### src/rtl/seeg_cmd_sequencer.sv
// sEEG mode sequencer: command edge detection, record/zcheck/stim FSM and batch strobes.
// Optional DRAIN idle watchdog enabled by defining SEEG_SEQ_DRAIN_WATCHDOG_EN.
module seeg_cmd_sequencer #(
  parameter int BATCH_W        = 16,
  parameter int STIM_W         = 16,
  parameter int ZCHECK_SAMPLES = 1024,
  parameter int DRAIN_TIMEOUT  = 65535
) (
  input  logic               clk,
  input  logic               rst,
  input  logic [31:0]        cmd_reg,
  input  logic [BATCH_W-1:0] batch_size,
  input  logic [STIM_W-1:0]  stim_count,
  input  logic               sample_tick,
  output logic               record_en,
  output logic               zcheck_en,
  output logic               stim_en,
  output logic               batch_last,
  output logic               seq_done,
  output logic               busy,
  output logic [2:0]         state,
  output logic               cmd_err,
  output logic               drain_timeout
);
  localparam int ZC_W = $clog2(ZCHECK_SAMPLES + 1);

  typedef enum logic [2:0] {
    S_IDLE     = 3'd0,
    S_REC      = 3'd1,
    S_DRAIN    = 3'd2,
    S_ZCHK     = 3'd3,
    S_STIM_FIN = 3'd4,
    S_STIM_INF = 3'd5
  } state_t;

  state_t             state_q, state_d;
  logic [31:0]        cmd_prev_q;
  logic [BATCH_W-1:0] batch_eff_q, batch_eff_d, batch_cnt_q, batch_cnt_d;
  logic [STIM_W-1:0]  stim_cnt_q, stim_cnt_d;
  logic [ZC_W-1:0]    zc_cnt_q, zc_cnt_d;
  logic               batch_last_q, batch_last_d;
  logic               seq_done_q, seq_done_d;
  logic               cmd_err_q, cmd_err_d;

  logic [31:0] rise;
  logic [5:0]  cmd_vec, legal, cand, win;
  logic        unused_rise;

  assign rise        = cmd_reg & ~cmd_prev_q;
  assign unused_rise = ^{rise[30:9], rise[5:3]};
  // Index 0 is the highest same-cycle priority.
  assign cmd_vec = {rise[7], rise[6], rise[2], rise[0], rise[1], rise[8]};

`ifdef SEEG_SEQ_DRAIN_WATCHDOG_EN
  localparam int IDLE_W = $clog2(DRAIN_TIMEOUT + 1);
  logic [IDLE_W-1:0] idle_cnt_q, idle_cnt_d;
  logic              dto_q, dto_d;

  always_ff @(posedge clk) begin
    if (rst) begin
      idle_cnt_q <= '0;
      dto_q      <= 1'b0;
    end else begin
      idle_cnt_q <= idle_cnt_d;
      dto_q      <= dto_d;
    end
  end
  assign drain_timeout = dto_q;
`else
  localparam int unused_drain_timeout = DRAIN_TIMEOUT;
  assign drain_timeout = 1'b0;
`endif

  always_ff @(posedge clk) begin
    if (rst) begin
      state_q      <= S_IDLE;
      cmd_prev_q   <= '1;
      batch_eff_q  <= BATCH_W'(1);
      batch_cnt_q  <= '0;
      stim_cnt_q   <= '0;
      zc_cnt_q     <= '0;
      batch_last_q <= 1'b0;
      seq_done_q   <= 1'b0;
      cmd_err_q    <= 1'b0;
    end else begin
      state_q      <= state_d;
      cmd_prev_q   <= cmd_reg;
      batch_eff_q  <= batch_eff_d;
      batch_cnt_q  <= batch_cnt_d;
      stim_cnt_q   <= stim_cnt_d;
      zc_cnt_q     <= zc_cnt_d;
      batch_last_q <= batch_last_d;
      seq_done_q   <= seq_done_d;
      cmd_err_q    <= cmd_err_d;
    end
  end

  always_comb begin
    state_d      = state_q;
    batch_eff_d  = batch_eff_q;
    batch_cnt_d  = batch_cnt_q;
    stim_cnt_d   = stim_cnt_q;
    zc_cnt_d     = zc_cnt_q;
    batch_last_d = 1'b0;
    seq_done_d   = 1'b0;
    cmd_err_d    = cmd_err_q;
`ifdef SEEG_SEQ_DRAIN_WATCHDOG_EN
    idle_cnt_d   = '0;
    dto_d        = dto_q;
`endif
    if (rise[31]) begin
      cmd_err_d = 1'b0;
`ifdef SEEG_SEQ_DRAIN_WATCHDOG_EN
      dto_d     = 1'b0;
`endif
    end

    // The sample tick is consumed first; any command then acts on the post-tick state.
    if (sample_tick) begin
      case (state_q)
        S_REC, S_DRAIN: begin
          if (batch_cnt_q == batch_eff_q - BATCH_W'(1)) begin
            batch_cnt_d  = '0;
            batch_last_d = 1'b1;
            if (state_q == S_DRAIN) begin
              state_d    = S_IDLE;
              seq_done_d = 1'b1;
            end
          end else begin
            batch_cnt_d = batch_cnt_q + BATCH_W'(1);
          end
        end
        S_ZCHK: begin
          if (zc_cnt_q == ZC_W'(ZCHECK_SAMPLES - 1)) begin
            state_d    = S_IDLE;
            seq_done_d = 1'b1;
          end else begin
            zc_cnt_d = zc_cnt_q + ZC_W'(1);
          end
        end
        S_STIM_FIN: begin
          if (stim_cnt_q <= STIM_W'(1)) begin
            stim_cnt_d = '0;
            state_d    = S_IDLE;
            seq_done_d = 1'b1;
          end else begin
            stim_cnt_d = stim_cnt_q - STIM_W'(1);
          end
        end
        default: ;
      endcase
    end

`ifdef SEEG_SEQ_DRAIN_WATCHDOG_EN
    if (state_q == S_DRAIN && state_d == S_DRAIN) begin
      if (sample_tick) begin
        idle_cnt_d = '0;
      end else if (idle_cnt_q == IDLE_W'(DRAIN_TIMEOUT - 1)) begin
        state_d = S_IDLE;
        dto_d   = 1'b1;
      end else begin
        idle_cnt_d = idle_cnt_q + IDLE_W'(1);
      end
    end
`endif

    legal[0] = (state_d == S_STIM_INF);
    legal[1] = (state_d == S_REC) || (state_d == S_ZCHK);
    legal[2] = (state_d == S_IDLE);
    legal[3] = (state_d == S_IDLE);
    legal[4] = (state_d == S_IDLE) && (stim_count != '0);
    legal[5] = (state_d == S_IDLE);
    cand     = cmd_vec & legal;
    win      = cand & (~cand + 6'd1);
    if ((cmd_vec & ~win) != 6'd0) cmd_err_d = 1'b1;

    if (win[0]) begin
      state_d = S_IDLE;
    end else if (win[1]) begin
      state_d = (state_d == S_REC && batch_cnt_d != '0) ? S_DRAIN : S_IDLE;
    end else if (win[2]) begin
      batch_eff_d = (batch_size == '0) ? BATCH_W'(1) : batch_size;
      batch_cnt_d = '0;
      state_d     = S_REC;
    end else if (win[3]) begin
      zc_cnt_d = '0;
      state_d  = S_ZCHK;
    end else if (win[4]) begin
      stim_cnt_d = stim_count;
      state_d    = S_STIM_FIN;
    end else if (win[5]) begin
      state_d = S_STIM_INF;
    end
  end

  assign state      = state_q;
  assign busy       = (state_q != S_IDLE);
  assign record_en  = (state_q == S_REC) || (state_q == S_DRAIN);
  assign zcheck_en  = (state_q == S_ZCHK);
  assign stim_en    = (state_q == S_STIM_FIN) || (state_q == S_STIM_INF);
  assign batch_last = batch_last_q;
  assign seq_done   = seq_done_q;
  assign cmd_err    = cmd_err_q;
endmodule

### config.mk
export PLATFORM = sky130hd
export DESIGN_NAME = seeg_cmd_sequencer
export DESIGN_NICKNAME = d
export VERILOG_FILES = /design/src/rtl/seeg_cmd_sequencer.sv
export SDC_FILE = /design/constraint.sdc
export NUM_CORES = 1
export LEC_CHECK = 0
export ABC_AREA = 1
export BUFFER_PORTS_ARGS = -buffer_cell sky130_fd_sc_hd__clkbuf_2
export CAP_MARGIN = 20
export CORE_UTILIZATION = 57
export CTS_CLUSTER_SIZE = 25
export DETAILED_ROUTE_END_ITERATION = 10
export GPL_TIMING_DRIVEN = 0
export HOLD_SLACK_MARGIN = 0.1
export PLACE_DENSITY_LB_ADDON = 0.25
export SETUP_SLACK_MARGIN = 0.2
export SYNTH_ARGS = -nofsm -noshare
export SYNTH_HDL_FRONTEND = slang
export SYNTH_SLANG_ARGS = --single-unit
### constraint.sdc
create_clock -name clk -period 2.8 [get_ports clk]
set_input_delay 0.56 -clock clk [delete_from_list [all_inputs] [get_ports clk]]
set_output_delay 0.56 -clock clk [all_outputs]
set_load 0.02 [all_outputs]
==> results.toml, run 1 <==
[floorplan]
die_y_um = 92.4
core-area_um2 = 7810
initial_core_util_pct = 59.6
rows = 32
dieArea_um2 = 8530
die_width_um = 92.4
io_pins = 78

[routing]
drt_iter0_drc = 262
vias_per_cell = 5.61
vias = 5035
wirelength_mm = 13.5
drtPass1Iterations = 5
final_antenna_net_count = 0
drc = 0
routedWlPerCell_um = 15.0

[yosys]
ys_seq_area_share_pct = 31.0
yosysWarnings = 0
synth_top_family_by_area = "simple AND/OR/NAND/NOR gates"
synth_seq_cells = 72
synth_compound_area_share_pct = 12.0
synth_top_area_share_pct = 31.0
synth.net_count = 782
synthMuxAreaShare_pct = 0
netlist_instances = 710
yosys.area_share.simple_pct = 39.4
synth.area.top_cells = "dfxtp_1, nand2_1, nor2_1"
netlist_area_um2 = 4650
avgSynthCellArea_um2 = 6.55
synthAdderAreaFrac_pct = 1.34
synth_xor_xnor_area_share_pct = 6.00
synth_cell_type_count = 47
yosys.area.top_type = "dfxtp_1"

[status]
status = "finished, final reports clean"

[global_routing]
grt_pass1_wl_mm = 20.5
grt_pass1_vias = 4492
antenna_found_initial = 0
grt-ovfl-total = 0
grt_usage_pct = 30.4
grt_max_degree = 15

[sta]
rsz0062_at_grt = "yes"
drv_slew = 0
period_share_pct = 94.2
setup_viol = 0
finalHoldViolCount = 0
worst-slew-pin-transition_ns = 0.738
min_period_ns = 2.64
slew_headroom_pct = 50.8
clock_skew_ns = 0.0140
setup_tns_ns = 0
holdWs_ns = 0.395
fmax_ghz = 0.379

[worst_setup_path]
worstSetupEndpointType = "register"
criticalPathCategory = "reg -> reg"
worstPathMaxFanout = 6
slowest_stage = "dfxtp_2"
crit_required_ns = 3.08
critPathLaunchType = "register"
worstPathArrival_ns = 2.92
cp_common_cell = "nand2_4"
max_stage_delay_ns = 0.35
cp_top_family = "simple AND/OR/NAND/NOR gates"
path_cells = "inv_4 > buf_12 > nand2_4 > nor2_8 > nand2_2 > nor2_4 > xor2_4 > nand3_4 > o21bai_4 > nand2_4 > nand2_4 > nand2_4 > nor2_4 > nand3_2 > clkbuf_16 > a211oi_2"
path_buf_inv = 3

[clock_network]
clk_pin_slew_ns = 0.10
cts_max_path_buffers = 2
ctsRootBufferMaster = "clkbuf_8"
ctsHoldBuffers = 0
clock_latency_ns = 0.36
htreeDepth = 3
numCtsBuffers = 9
cts_tree = "built"
clkSinkCount = 72

[power]
powerDensity_nw_per_um2 = 600
p_leak_nw = 2.63
ir_drop_uv = 324

[final_layout]
layout-drive-gt1-share_pct = 26.8
nets = 863
final_area_um2 = 5840
area_growth_pct = 25.6
n_fill_cell = 631
final_cell_mix = "nand2_1, inv_1, nor2_1"
layout_commonest_cell = "nand2_1"
multiInputGateArea_um2 = 3070
regArea_um2 = 1450
stdcell_count = 898
diodes = 0

[placement]
place_inst = 861
gp_congestion = 0.931
place_area_um2 = 5030
io_buffers = 49
dp_hpwl_mm = 9.44

[worst_hold_path]
worst_hold_path_type = "in -> reg"

[run]
max_cap_violations = 0
[repair_timing]
action,CTS,global route
gates cloned,1,4
setup buffers,3,13
endpoints found under the setup margin,62,63
pin swaps,1,30
gates resized for setup,16,100
[logic make-up (layout without fill, tap and decap cells)]
family / Yosys count / count (layout)
xor gates and xnor gates: 31 / 31
DFF: 72 / 72
buffers and inverters: 116 / 201
adders and majority gates: 5 / 5
other: 1 / 1
and+or+nand+nor: 400 / 401
AOI/OAI and AO/OA: 85 / 85
[layer usage]
layer	routed length, um	track usage [%]	vias to the layer above
met3	1020	5.34	14
met5	0	0	-
li1	-	-	2457
met2	6350	49.4	218
met4	199	9.38	0
met1	5940	41.0	2346
[worst register-to-register path: stages, from the launching register on]
cell	delay (ns)
dfxtp_2	0.35
inv_4	0.09
buf_12	0.11
nand2_4	0.09
nor2_8	0.17
nand2_2	0.10
nor2_4	0.14
xor2_4	0.24
nand3_4	0.12
o21bai_4	0.17
nand2_4	0.09
nand2_4	0.10
nand2_4	0.09
nor2_4	0.16
nand3_2	0.17
clkbuf_16	0.21
a211oi_2	0.19
[registers in the layout, indices dropped and copies added (netlist names)]
name,count
batch_cnt_q,16
batch_eff_q,16
batch_last,1
cmd_err,1
cmd_prev_q,7
seq_done,1
state,3
stim_cnt_q,16
zc_cnt_q,11
[final timing paths]
path / from / end / slack [ns] / depth (start not counted)
max: batch_eff_q[0]$_SDFFE_PP1P_ / stim_cnt_q[3]$_SDFF_PP0_ / 0.16 / 16
min: cmd_reg[0] / cmd_prev_q[0]$_SDFF_PP1_ / 0.40 / 3
max reg2reg: batch_eff_q[0]$_SDFFE_PP1P_ / stim_cnt_q[3]$_SDFF_PP0_ / 0.16 / 16
min reg2reg: zc_cnt_q[1]$_SDFF_PP0_ / zc_cnt_q[1]$_SDFF_PP0_ / 0.49 / 2
[layout make-up]
| class | instances | share of cell area, % |
|---|---|---|
| multi-input cells | 523 | 52.6 |
| clock buffers | 9 | 2.12 |
| well taps | 102 | 2.18 |
| plain buffers | 16 | 2.42 |
| flip-flops and latches | 72 | 24.8 |
| inverters | 100 | 6.51 |
| repair buffers | 69 | 7.60 |
| clock inverters | 7 | 1.73 |
[Yosys cell counts, drive strengths merged]
cell type  count
buf           11
clkinv         1
a22oi          1
nand2        159
o22ai          5
conb           1
and3           1
o211ai         3
nor2         127
inv           99
o21ai         35
nor4b          1
clkbuf         5
a21boi         2
nor3          18
a211oi        11
nor4          10
dfxtp         72
a31o           1
ha             5
nand3         61
xor2          20
a21oi         23
or4            2
nand3b         4
or2            6
xnor2         11
nand4         11
o21bai         2
a31oi          2
[power by group]
group | internal (mW) | total [mW] | switching (mW) | leakage (nW)
registers | 1.11 | 1.19 | 0.0849 | 0.589
logic | 0.497 | 1.35 | 0.857 | 1.94
clock network | 0.511 | 0.959 | 0.448 | 0.107
total | 2.12 | 3.51 | 1.39 | 2.63
[metrics by stage]
step,utilization [%],setup WS (ns),power [mW]
3_5_place_dp,64.4,-0.0868,2.27
2_1_floorplan,-,0.469,2.00
4_1_cts,68.3,0.200,3.25
5_1_grt,74.9,0.0449,3.69
3_3_place_gp,64.4,-0.0489,2.23
6_report,74.9,0.164,3.51
Note: power is estimated with default switching activity, not from simulation.
==> run 2, diff against run 1 <==
==> constraint.sdc (replaced) <==
create_clock -name clk -period 2.8 [get_ports clk]
set_input_delay 0.14 -clock clk [delete_from_list [all_inputs] [get_ports clk]]
set_output_delay 0.14 -clock clk [all_outputs]
set_load 0.02 [all_outputs]
==> run 2 against run 1 <==
Compared with the run above:
- count of clock-buffer cells in the layout is the same
- fmax grew 0.12%
- register-to-register slack is essentially flat
- highest routed layer unchanged
- non-clock buffer count grew 33
- total power shrank 0.57%
- core utilization grew 2.5 points
- via count grew 3.1%
- die area is the same
- cell count grew 3.7%
- hold slack lost 0.29 ns
- sequential share of layout area shrank 0.85 points
- worst setup slack gained 0.0031 ns
==> results.toml, run 2 (synthesized netlist as in run 1, its figures left out) <==
[status]
status = "finished, final reports clean"

[floorplan]
dieArea_um2 = 8530
io_pins = 78
core-area_um2 = 7810
initial_core_util_pct = 59.6
die_y_um = 92.4
die_width_um = 92.4
rows = 32

[final_layout]
nets = 895
final_cell_mix = "nand2_1, nor2_1, inv_1"
final_util_pct = 77.4
layout-drive-gt1-share_pct = 23.7
n_fill_cell = 610
layout_commonest_cell = "nand2_1"
top_regs = "batch_cnt_q: 16 flops, batch_eff_q: 16 flops, stim_cnt_q: 16 flops"
area_growth_pct = 29.8

[worst_setup_path]
criticalPathCategory = "reg -> reg"
worstPathArrival_ns = 2.84
path_buf_inv = 3
worstPathMaxFanout = 10
path_cells = "inv_2 > buf_4 > nand2_4 > nor2_8 > nand2_2 > nor2_4 > xor2_4 > nand3_4 > o21bai_4 > nand2_4 > nand2_4 > nand2_4 > nor2_4 > nand3_4 > buf_8 > nor2_1 > a211oi_2"
cp_common_cell = "nand2_4"
r2r_start = "batch_eff_q[0]$_SDFFE_PP1P_"
cp_top_family = "simple AND/OR/NAND/NOR gates"
slowest_stage = "dfxtp_1"
max_stage_delay_ns = 0.33
crit_required_ns = 3.01
critPathLaunchType = "register"
ff2ff_setup_slack_ns = 0.17
worst_r2r_endpoint = "stim_cnt_q[13]$_SDFF_PP0_"
worstSetupEndpointType = "register"
rr_worst_depth = 17

[sta]
worst-slew-pin-transition_ns = 0.740
drv_slew = 0
finalHoldViolCount = 0
clock_skew_ns = 0.0140
fmax_ghz = 0.380
slew_headroom_pct = 50.7
setup_viol = 0
min_period_ns = 2.63
period_share_pct = 94.1
setup_ws_ns = 0.167
rsz0062_at_grt = "yes"

[run]
max_cap_violations = 0

[routing]
vias = 5189
drc = 0
final_antenna_net_count = 0
drtPass1Iterations = 5
drt_iter0_drc = 405
routedWlPerCell_um = 15.1
wirelength_mm = 14.0
vias_per_cell = 5.57

[worst_hold_path]
whs_endpoint = "stim_cnt_q[1]$_SDFF_PP0_"
worst_hold_path_type = "in -> reg"
holdPathStages = 3
holdCritStartpoint = "stim_count[1]"

[placement]
pre_cts_slack_ns = -0.0868
gp_congestion = 0.931
io_buffers = 49
dp_hpwl_mm = 9.44

[clock_network]
htreeDepth = 3
numCtsBuffers = 9
clkSinkCount = 72
clk_pin_slew_ns = 0.09
clock_latency_ns = 0.36
cts_tree = "built"
cts_max_path_buffers = 2
ctsRootBufferMaster = "clkbuf_8"

[power]
powerDensity_nw_per_um2 = 577
ir_drop_uv = 319
total_power_mw = 3.48
p_leak_nw = 2.72

[global_routing]
grt_pass1_vias = 4757
grt_pass1_wl_mm = 21.7
grt_usage_pct = 32.3
grt-ovfl-total = 0
antenna_found_initial = 1
grt_max_degree = 15
-- run 2: changes by cell type in the layout (fill, tap and decap cells not counted), sizes merged --
cell / before / now
clkbuf: 65 / 63
diode: 0 / 1
dlygate4sd3: 0 / 35
nand3: 62 / 61
-- run 2: cell type report --
type / instances / area [um2] / area share (%)
Sequential cell: 72 / 1450 / 24.0
Inverter: 100 / 375 / 6.21
Clock inverter: 7 / 101 / 1.68
Buffer: 16 / 133 / 2.20
Antenna cell: 1 / 2.50 / 0.0414
Tap cell: 102 / 128 / 2.11
Timing Repair Buffer: 102 / 734 / 12.2
Multi-Input combinational cell: 522 / 2990 / 49.6
Clock buffer: 9 / 124 / 2.05
-- run 2: worst max path at each step --
stage	startpoint	to	slack [ns]	cells past startpoint
after floorplan	batch_eff_q[0]$_SDFFE_PP1P_	stim_cnt_q[13]$_SDFF_PP0_	0.47	20
after global placement	batch_eff_q[0]$_SDFFE_PP1P_	batch_cnt_q[15]$_SDFF_PP0_	-0.05	20
after detailed placement	batch_eff_q[0]$_SDFFE_PP1P_	batch_eff_q[6]$_SDFFE_PP0P_	-0.09	20
after CTS	batch_eff_q[0]$_SDFFE_PP1P_	stim_cnt_q[14]$_SDFF_PP0_	0.20	20
after global routing	zc_cnt_q[0]$_SDFF_PP0_	stim_cnt_q[13]$_SDFF_PP0_	0.06	16
final	batch_eff_q[0]$_SDFFE_PP1P_	stim_cnt_q[13]$_SDFF_PP0_	0.17	17
-- run 2: what timing repair did --
| action | CTS | global route |
|---|---|---|
| cloned | 1 | 1 |
| buffers inserted | 3 | 13 |
| resized for setup | 16 | 76 |
| hold buffers | 33 | 2 |
| setup endpoints to repair | 62 | 63 |
| endpoints found under the hold margin | 33 | 2 |
| pin swaps | 1 | 19 |
-- run 2: worst register-to-register path: stages, from the launching register on --
cell and delay (ns):
dfxtp_1 0.33, inv_2 0.10, buf_4 0.14, nand2_4 0.09, nor2_8 0.18, nand2_2 0.10
nor2_4 0.14, xor2_4 0.23, nand3_4 0.13, o21bai_4 0.17, nand2_4 0.09, nand2_4 0.09
nand2_4 0.08, nor2_4 0.10, nand3_4 0.13, buf_8 0.19, nor2_1 0.14, a211oi_2 0.05
-- run 2: metal layers --
| metal | routed length (um) | global-route usage, % | vias to the layer above |
|---|---|---|---|
| met5 | 0 | 0 | - |
| met4 | 395 | 10.3 | 0 |
| met3 | 1040 | 6.81 | 45 |
| met2 | 6670 | 54.7 | 240 |
| met1 | 5900 | 40.7 | 2391 |
| li1 | - | - | 2513 |
-- run 2: per-stage QoR --
stage / instances / area [um2] / setup TNS (ns) / hold slack [ns]
detailed placement: 861 / 5030 / -1.25 / 0.333
global placement: 861 / 5030 / -0.925 / 0.326
floorplan: 710 / 4650 / 0 / 0.236
finish: 931 / 6040 / 0 / 0.105
CTS: 914 / 5660 / 0 / 0.102
global route: 931 / 6040 / 0 / 0.115
-- run 2: where the power goes --
| part | internal [mW] | switching [mW] | leakage (nW) |
|---|---|---|---|
| Sequential | 1.11 | 0.0836 | 0.589 |
| Clock | 0.511 | 0.449 | 0.107 |
| Combinational | 0.495 | 0.839 | 2.03 |
==> run 3, diff against run 2 <==
PLACE_DENSITY = 0.81   (was not set)
PLACE_DENSITY_LB_ADDON = not set   (was 0.25)
==> run 3 against run 2 <==
Compared with the run above:
- worst setup slack worse by 0.047 ns
- cell count is 0.54% lower
- cell area is 1.1% higher
- sequential power hardly changed
- via count is 3.5% higher
- die area stayed put
- core utilization is 0.87 points higher
- sequential share of layout area is 0.14 points lower
- global-route usage is 0.56 points higher
- largest cell class unchanged
- highest routed layer unchanged
==> results.toml, run 3 (synthesized netlist as in run 1, its figures left out) <==
[clock_network]
cts_tree = "built"
clock_latency_ns = 0.38
ctsRootBufferMaster = "clkbuf_8"
clk_pin_slew_ns = 0.08
numCtsBuffers = 9
htreeDepth = 3
clkSinkCount = 72
cts_max_path_buffers = 2

[sta]
finalHoldViolCount = 0
setup_viol = 0
setup_tns_ns = 0
holdWs_ns = 0.0994
clock_skew_ns = 0.0172
worst-slew-pin-transition_ns = 0.785
setup_ws_ns = 0.120
min_period_ns = 2.68
period_share_pct = 95.7
rsz0062_at_grt = "yes"
drv_slew = 0
fmax_ghz = 0.373
slew_headroom_pct = 47.6

[worst_hold_path]
holdPathStages = 3
worst_hold_path_type = "in -> reg"

[worst_setup_path]
cp_num_cells = 16
worstPathArrival_ns = 2.97
path_buf_inv = 2
rr_worst_depth = 16
worstPathMaxFanout = 6
cp_common_cell = "nand2_2"
crit_required_ns = 3.09
criticalPathCategory = "reg -> reg"
path_cells = "nor2_2 > nand2_2 > nor2_8 > nand2_2 > nor2_4 > xor2_4 > nand3_2 > o21bai_2 > nand2_2 > nand2_4 > nand2_4 > nor2_4 > buf_4 > nand3_2 > clkbuf_16 > a211oi_2"
worstSetupEndpointType = "register"
slowest_stage = "dfxtp_4"
max_stage_delay_ns = 0.39
critPathLaunchType = "register"
cp_top_family = "simple AND/OR/NAND/NOR gates"

[placement]
place_area_um2 = 5030
pre_cts_slack_ns = -0.0992
dp_hpwl_mm = 9.51
io_buffers = 49
gp_congestion = 0.915

[floorplan]
die_width_um = 92.4
initial_core_util_pct = 59.6
core-area_um2 = 7810
die_y_um = 92.4
rows = 32
io_pins = 78
dieArea_um2 = 8530

[final_layout]
top_regs = "batch_cnt_q: 16 flops, batch_eff_q: 16 flops, stim_cnt_q: 16 flops"
final_cell_mix = "nand2_1, inv_1, nor2_1"
layout_commonest_cell = "nand2_1"
nets = 891
final_area_um2 = 6110
diodes = 0
area_growth_pct = 31.3
layout-drive-gt1-share_pct = 24.5

[routing]
final_antenna_net_count = 0
routedWlPerCell_um = 16.3
drc = 0
drt_iter0_drc = 486
wirelength_mm = 15.1
vias = 5371
vias_per_cell = 5.80
drtPass1Iterations = 6

[global_routing]
grt_pass1_vias = 4751
antenna_found_initial = 0
grt-ovfl-total = 0
grt_max_degree = 13
grt_usage_pct = 32.8
grt_pass1_wl_mm = 22.0

[status]
status = "finished, final reports clean"

[run]
max_cap_violations = 0

[power]
ir_drop_uv = 354
powerDensity_nw_per_um2 = 579
p_leak_nw = 2.74
## run 3: cell types whose count changed in the layout (fill, tap and decap cells not counted), sizes merged, moves of 2 or more
cell / delta
clkinvlp: -2
clkinv: +3
clkbuf: +5
buf: -9
inv: -3
## run 3: area by class of cell
| class | instances | area [um2] |
|---|---|---|
| Buffer | 16 | 135 |
| Inverter | 100 | 380 |
| Fill cell | 554 | 1700 |
| Multi-Input combinational cell | 523 | 3030 |
| Timing Repair Buffer | 97 | 746 |
| Clock buffer | 11 | 151 |
| Tap cell | 102 | 128 |
| Sequential cell | 72 | 1460 |
| Clock inverter | 5 | 78.8 |
## run 3: power breakdown
group          switching [mW]  total, mW  internal [mW]
Clock                   0.442      0.991          0.549
Sequential             0.0876       1.20           1.11
Combinational           0.849       1.35          0.500
## run 3: worst register-to-register path: stages, from the launching register on
cell	delay [ns]
dfxtp_4	0.39
nor2_2	0.16
nand2_2	0.11
nor2_8	0.15
nand2_2	0.10
nor2_4	0.13
xor2_4	0.20
nand3_2	0.13
o21bai_2	0.13
nand2_2	0.10
nand2_4	0.11
nand2_4	0.08
nor2_4	0.13
buf_4	0.13
nand3_2	0.15
clkbuf_16	0.22
a211oi_2	0.18
## run 3: routing by layer
layer | global-route usage, % | wire length, um | up-vias
li1 | - | - | 2502
met1 | 42.9 | 6100 | 2468
met2 | 53.8 | 7100 | 341
met3 | 5.42 | 1340 | 60
met4 | 13.3 | 516 | 0
met5 | 0 | 0 | -
## run 3: metrics by stage
step                total power [mW]  util (%)  cells
floorplan                       2.00         -    710
global placement                2.23      64.4    861
detailed placement              2.27      64.4    861
CTS                             3.30      72.7    913
global route                    3.71      78.2    926
finish                          3.54      78.2    926
## run 3: path summary, 6_finish.rpt
kind / from / endpoint / slack (ns)
worst max register to register: batch_eff_q[3]$_SDFFE_PP0P_ / stim_cnt_q[14]$_SDFF_PP0_ / 0.12
worst min register to register: batch_eff_q[15]$_SDFFE_PP0P_ / batch_eff_q[15]$_SDFFE_PP0P_ / 0.48
worst max-delay path: batch_eff_q[3]$_SDFFE_PP0P_ / stim_cnt_q[14]$_SDFF_PP0_ / 0.12
worst min-delay path: stim_count[1] / stim_cnt_q[1]$_SDFF_PP0_ / 0.1
## run 3: what timing repair did
action,4_1_cts,5_1_grt
endpoints found under the hold margin,35,1
hold buffers,35,1
endpoints found under the setup margin,62,62
gates cloned,0,5
buffers inserted,1,7
pin swaps,2,12
resized for setup,18,86
